==> src/rtl/cpu16_pkg.sv <==
// Shared definitions for the 16-bit teaching CPU and its program feeder:
// opcode field values, feeder state encoding and default sizing.
package cpu16_pkg;

  localparam int DEPTH_DEF = 32;
  localparam int WDOG_DEF  = 8;

  // Opcode field is din[8:6]
  localparam logic [2:0] OP_MV  = 3'b000;
  localparam logic [2:0] OP_MVI = 3'b001;
  localparam logic [2:0] OP_ADD = 3'b010;
  localparam logic [2:0] OP_SUB = 3'b011;

  typedef enum logic [2:0] {
    ST_IDLE  = 3'd0,
    ST_ISSUE = 3'd1,
    ST_IMM   = 3'd2,
    ST_EXEC  = 3'd3,
    ST_HALT  = 3'd4
  } feeder_state_e;

  function automatic logic [2:0] opcode_of(input logic [15:0] word);
    return word[8:6];
  endfunction

endpackage

==> src/rtl/prog_mem.sv <==
// Program store: DEPTH x 16 words, synchronous write, asynchronous read.
// Contents are intentionally not reset so a program survives a feeder reset.
module prog_mem
  import cpu16_pkg::*;
#(
  parameter int DEPTH = DEPTH_DEF
) (
  input  logic        clk,
  input  logic        we,
  input  logic [4:0]  waddr,
  input  logic [15:0] wdata,
  input  logic [4:0]  raddr,
  output logic [15:0] rdata
);

  logic [15:0] mem [DEPTH];

  always_ff @(posedge clk) begin
    if (we && ({1'b0, waddr} < 6'(DEPTH))) begin
      mem[waddr] <= wdata;
    end
  end

  assign rdata = ({1'b0, raddr} < 6'(DEPTH)) ? mem[raddr] : 16'h0000;

endmodule

==> src/rtl/prog_feeder.sv <==
// Feeds a stored program word-by-word to the CPU, pacing on cpu_done,
// with a watchdog on each instruction and a sticky fault flag.
//
//   state | meaning
//   IDLE  | CPU held in reset, program may be loaded, waiting for start
//   ISSUE | CPU loads IR from din = mem[pc] (one cycle)
//   IMM   | mvi immediate word on din, waiting for cpu_done
//   EXEC  | non-mvi instruction executing, waiting for cpu_done
//   HALT  | program ended or faulted; pc/err held, CPU held in reset
module prog_feeder
  import cpu16_pkg::*;
#(
  parameter int DEPTH = DEPTH_DEF,
  parameter int WDOG  = WDOG_DEF
) (
  input  logic        clk,
  input  logic        resetn,
  input  logic        wr_en,
  input  logic [4:0]  wr_addr,
  input  logic [15:0] wr_data,
  input  logic [5:0]  prog_len,
  input  logic        start,
  input  logic        cpu_done,
  output logic [15:0] din,
  output logic        cpu_run,
  output logic        cpu_resetn,
  output logic [4:0]  pc,
  output logic        busy,
  output logic        halted,
  output logic        err
);

  localparam int WDW = $clog2(WDOG + 1);

  feeder_state_e  state, state_nxt;
  logic [4:0]     pc_nxt;
  logic           err_nxt;
  logic [WDW-1:0] wd_cnt, wd_nxt;
  logic [15:0]    word;
  logic           mem_we, len_ok, at_last;

  assign mem_we = wr_en && (state == ST_IDLE || state == ST_HALT);

  prog_mem #(.DEPTH(DEPTH)) u_mem (
    .clk   (clk),
    .we    (mem_we),
    .waddr (wr_addr),
    .wdata (wr_data),
    .raddr (pc),
    .rdata (word)
  );

  assign len_ok  = (prog_len != 6'd0) && (prog_len <= 6'(DEPTH));
  // 6-bit compare so pc+1 == 32 matches prog_len == 32 without wrapping
  assign at_last = (({1'b0, pc} + 6'd1) == prog_len);

  always_ff @(posedge clk) begin
    if (!resetn) begin
      state  <= ST_IDLE;
      pc     <= '0;
      err    <= 1'b0;
      wd_cnt <= '0;
    end else begin
      state  <= state_nxt;
      pc     <= pc_nxt;
      err    <= err_nxt;
      wd_cnt <= wd_nxt;
    end
  end

  always_comb begin
    state_nxt = state;
    pc_nxt    = pc;
    err_nxt   = err;
    wd_nxt    = wd_cnt;
    case (state)
      ST_IDLE, ST_HALT: begin
        if (start) begin
          if (len_ok) begin
            pc_nxt    = '0;
            err_nxt   = 1'b0;
            state_nxt = ST_ISSUE;
          end else begin
            err_nxt   = 1'b1;
            state_nxt = ST_HALT;
          end
        end
      end
      ST_ISSUE: begin
        wd_nxt = '0;
        if (opcode_of(word) == OP_MVI) begin
          if (at_last) begin
            err_nxt   = 1'b1;
            state_nxt = ST_HALT;
          end else begin
            pc_nxt    = pc + 5'd1;
            state_nxt = ST_IMM;
          end
        end else begin
          state_nxt = ST_EXEC;
        end
      end
      ST_IMM, ST_EXEC: begin
        wd_nxt = wd_cnt + 1'b1;
        if (cpu_done) begin
          if (at_last) begin
            state_nxt = ST_HALT;
          end else begin
            pc_nxt    = pc + 5'd1;
            state_nxt = ST_ISSUE;
          end
        end else if (wd_cnt == WDW'(WDOG - 1)) begin
          err_nxt   = 1'b1;
          state_nxt = ST_HALT;
        end
      end
      default: state_nxt = ST_IDLE;
    endcase
  end

  assign busy       = (state == ST_ISSUE) || (state == ST_IMM) || (state == ST_EXEC);
  assign halted     = (state == ST_HALT);
  assign cpu_run    = busy;
  assign cpu_resetn = busy;
  assign din        = (state == ST_ISSUE || state == ST_IMM) ? word : 16'h0000;

endmodule

==> config.mk <==
export PLATFORM = sky130hd
export DESIGN_NAME = prog_feeder
export DESIGN_NICKNAME = d
export VERILOG_FILES = /design/src/rtl/cpu16_pkg.sv /design/src/rtl/prog_mem.sv /design/src/rtl/prog_feeder.sv
export SDC_FILE = /design/constraint.sdc
export NUM_CORES = 1
export LEC_CHECK = 0
export ABC_AREA = 1
export BUFFER_PORTS_ARGS = -buffer_cell sky130_fd_sc_hd__buf_2
export CAP_MARGIN = 20
export CORE_ASPECT_RATIO = 2
export CORE_MARGIN = 3
export CORE_UTILIZATION = 62
export CTS_CLUSTER_DIAMETER = 40
export DETAILED_ROUTE_END_ITERATION = 12
export HOLD_SLACK_MARGIN = 0.1
export PLACE_DENSITY_LB_ADDON = 0.08
export SLEW_MARGIN = 20
export SYNTH_ARGS = -nofsm -noshare
export SYNTH_HDL_FRONTEND = slang
export SYNTH_SLANG_ARGS = --single-unit
==> constraint.sdc <==
create_clock -name clk -period 3.1 [get_ports clk]
set_input_delay 0.31 -clock clk [delete_from_list [all_inputs] [get_ports clk]]
set_output_delay 0.31 -clock clk [all_outputs]
set_load 0.02 [all_outputs]
==> results.yml <==
clock_tree:
  clk_path_buf_depth: 3
  cts_htree_levels: 2
  cts.sinks: 530
  cts_tree: "built"
  clk_pin_slew_ps: 70
  numCtsBuffers: 43
  cts-root-buf: "clkbuf_16"
  clock_latency_ps: 560
route:
  drt_iter0_markers: 1516
  drc: 0
  avgRoutedWirePerCell_um: 23.73
  vias_per_cell: 6.350
  routed_wl_mm: 53.13
  firstDrtPassIters: 7
  vias: 14217
  ant_nets: 0
die:
  die_h_um: 268.4
  die-width_um: 137.2
  std_cell_rows: 95
  start_util: 0.6324
  dieArea_mm2: 0.03683
  pin_count: 58
  coreArea_mm2: 0.03376
yosys:
  synth-async-reset-ratio: 0
  syn-instance-count: 1694
  seq_area_frac_synth: 0.7371
  synth.avg_cell_area_um2: 12.60
  ys.flop_type: "edfxtp_1"
  synth_most_common_cell: "edfxtp_1"
  synth_nets: 1728
  synthTopCellsByCount: "edfxtp_1 (512), nor2_1 (287), o21ai_0 (225), nand2_1 (190), nand3_1 (142)"
  synthTopCellsByArea: "edfxtp_1 (72%), o21ai_0 (5.3%), nor2_1 (5.0%), nand2_1 (3.3%), nand3_1 (3.3%)"
  synth_top_area_frac: 0.7202
  netlist_area_mm2: 0.02135
  synth_edf_count: 512
  synth_cell_types: 35
  synth_top_cell_by_area: "edfxtp_1"
  synth-seq-cells: 530
  ys_warn_count: 0
global_route:
  grt_antenna_before_repair: 0
  grt_usage: 0.2902
  grt_pass1_vias: 14022
  grt-ovfl-total: 0
  grt_max_degree: 123
  grt_pass1_wl_mm: 79.94
timing:
  fin_worst_skew_ps: 12.86
  fin_crit_ps: 3059
  rsz0062_at_grt: "yes"
  slew_headroom: 0.5667
  finalHoldViolCount: 0
  finalMaxSlewViolations: 0
  setup_viol: 0
  worst_slew_pin_slew_ps: 650.0
  post-route-period-util: 0.9867
  fmax_mhz: 326.9
critical_path:
  startpoint_type: "flop"
  critical_path_required_ps: 2790
  critPathMaxFanout: 63
  path_class: "reg -> out"
  crit_arrival_ps: 2750
  end_kind: "output port"
final_layout:
  final_util: 0.7062
  drive_gt1_frac: 0.1226
  multiInputGateArea_mm2: 0.004955
  n_antenna_cell: 0
  nets: 1802
  final_cell_area_mm2: 0.02384
  fill_cells: 2339
  area_growth_pct: 11.68
  regArea_mm2: 0.01574
place:
  globalplace.congestion: 0.8362
  place_area_mm2: 0.02239
  dp_hpwl_mm: 31.53
  portBuffers: 57
run:
  drv_cap: 0
min_path:
  hp-class: "in -> reg"
pwr:
  cellPowerDensity_mw_per_mm2: 611.2
  p_leak_nw: 8.053
  ir_worst_vdd_mv: 0.6650
outcome:
  run_status: "completed"
## cell usage in the layout (no fill, tap or decap), drive strengths merged, types with 2 or more instances in the layout
cell type and count:
nor2 289, buf 137, o211ai 3, o21ai 226, nand3 144, clkinvlp 7
dfxtp 18, o221ai 76, nand2 192, clkinv 20, dlygate4sd3 2, a21oi 31
o22ai 28, bufinv 2, edfxtp 512, clkbuf 52, nand3b 2, inv 31
ha 2, nand4 9, a31oi 13
## critical path, stage by stage, from the launching register on
cell and delay (ps):
dfxtp_4 480, buf_12 300, o21ai_0 180, o22ai_1 240
nor2_1 60, nor2_1 110, o21ai_0 80, nand3_1 120
nand2_1 80, a31oi_1 250, buf_2 230
## worst paths after layout
check / cells past startpoint / slack (ps) / end / from
setup / recovery: 10 / 40 / din[15] / flop
hold / removal: 1 / 260 / u_mem.mem[7][4]$_DFFE_PP_ / wr_data[4]
setup reg to reg: 6 / 550 / u_mem.mem[11][2]$_DFFE_PP_ / state[0]$_SDFFE_PN0P_
hold reg to reg: 2 / 510 / wd_cnt[1]$_SDFFE_PN0P_ / wd_cnt[1]$_SDFFE_PN0P_
## area by class of cell
type                            count  share of cell area
Clock inverter                     29            0.009499
Tap cell                          436             0.02288
Multi-Input combinational cell   1022              0.2078
Inverter                           31            0.005511
Timing Repair Buffer              140             0.04660
Sequential cell                   530              0.6604
Clock buffer                       51             0.04729
## stage by stage
step	setup TNS [ps]	hold slack, ps	worst slack (ps)	power [mW]	instances
after floorplan	0	408.9	934.9	8.956	1694
after global placement	0	474.1	624.2	9.404	2155
after detailed placement	0	496.5	599.1	9.436	2155
after CTS	0	228.5	41.31	14.61	2237
after global routing	-64.99	274.0	-34.61	15.03	2239
final	0	259.2	41.18	14.57	2239
## flip-flops by register name, indices dropped and copies added (netlist names), named ones only
name / cells
state: 3
wd_cnt: 4
u_mem.mem: 512
pc: 5
err: 1
## layer usage
layer | vias to the layer above | GRT usage | share of wire
li1 | 6426 | - | -
met1 | 6971 | 0.3680 | 0.36
met2 | 668 | 0.4977 | 0.53
met3 | 152 | 0.03529 | 0.068
met4 | 0 | 0.1385 | 0.046
met5 | - | 0 | 0
## cell families after synthesis
logic type,share of synthesized area
flip-flops,0.7371
adder cells (fa/ha/maj),0.001172
AND/OR/NAND/NOR,0.1236
buffers and inverters,0.03159
XOR/XNOR,0.0008207
AO/OA/AOI/OAI,0.1057
## timing repair
| action | 4_1_cts | 5_1_grt |
|---|---|---|
| setup buffers | 0 | 1 |
| hold buffers | 2 | 0 |
| hold endpoints to repair | 3 | 0 |
| endpoints found under the setup margin | 1 | 10 |
| resized for setup | 2 | 7 |
| gates cloned | 0 | 1 |
## report_power, final
| group | leakage (nW) | switching, mW | total [mW] | internal [mW] |
|---|---|---|---|---|
| Clock | 0.639 | 2.45 | 5.25 | 2.80 |
| Sequential | 4.76 | 0.0385 | 7.96 | 7.92 |
| Combinational | 2.66 | 0.973 | 1.36 | 0.387 |
| Total | 8.05 | 3.46 | 14.6 | 11.1 |
No activity file was read; power rests on OpenSTA's default activity.
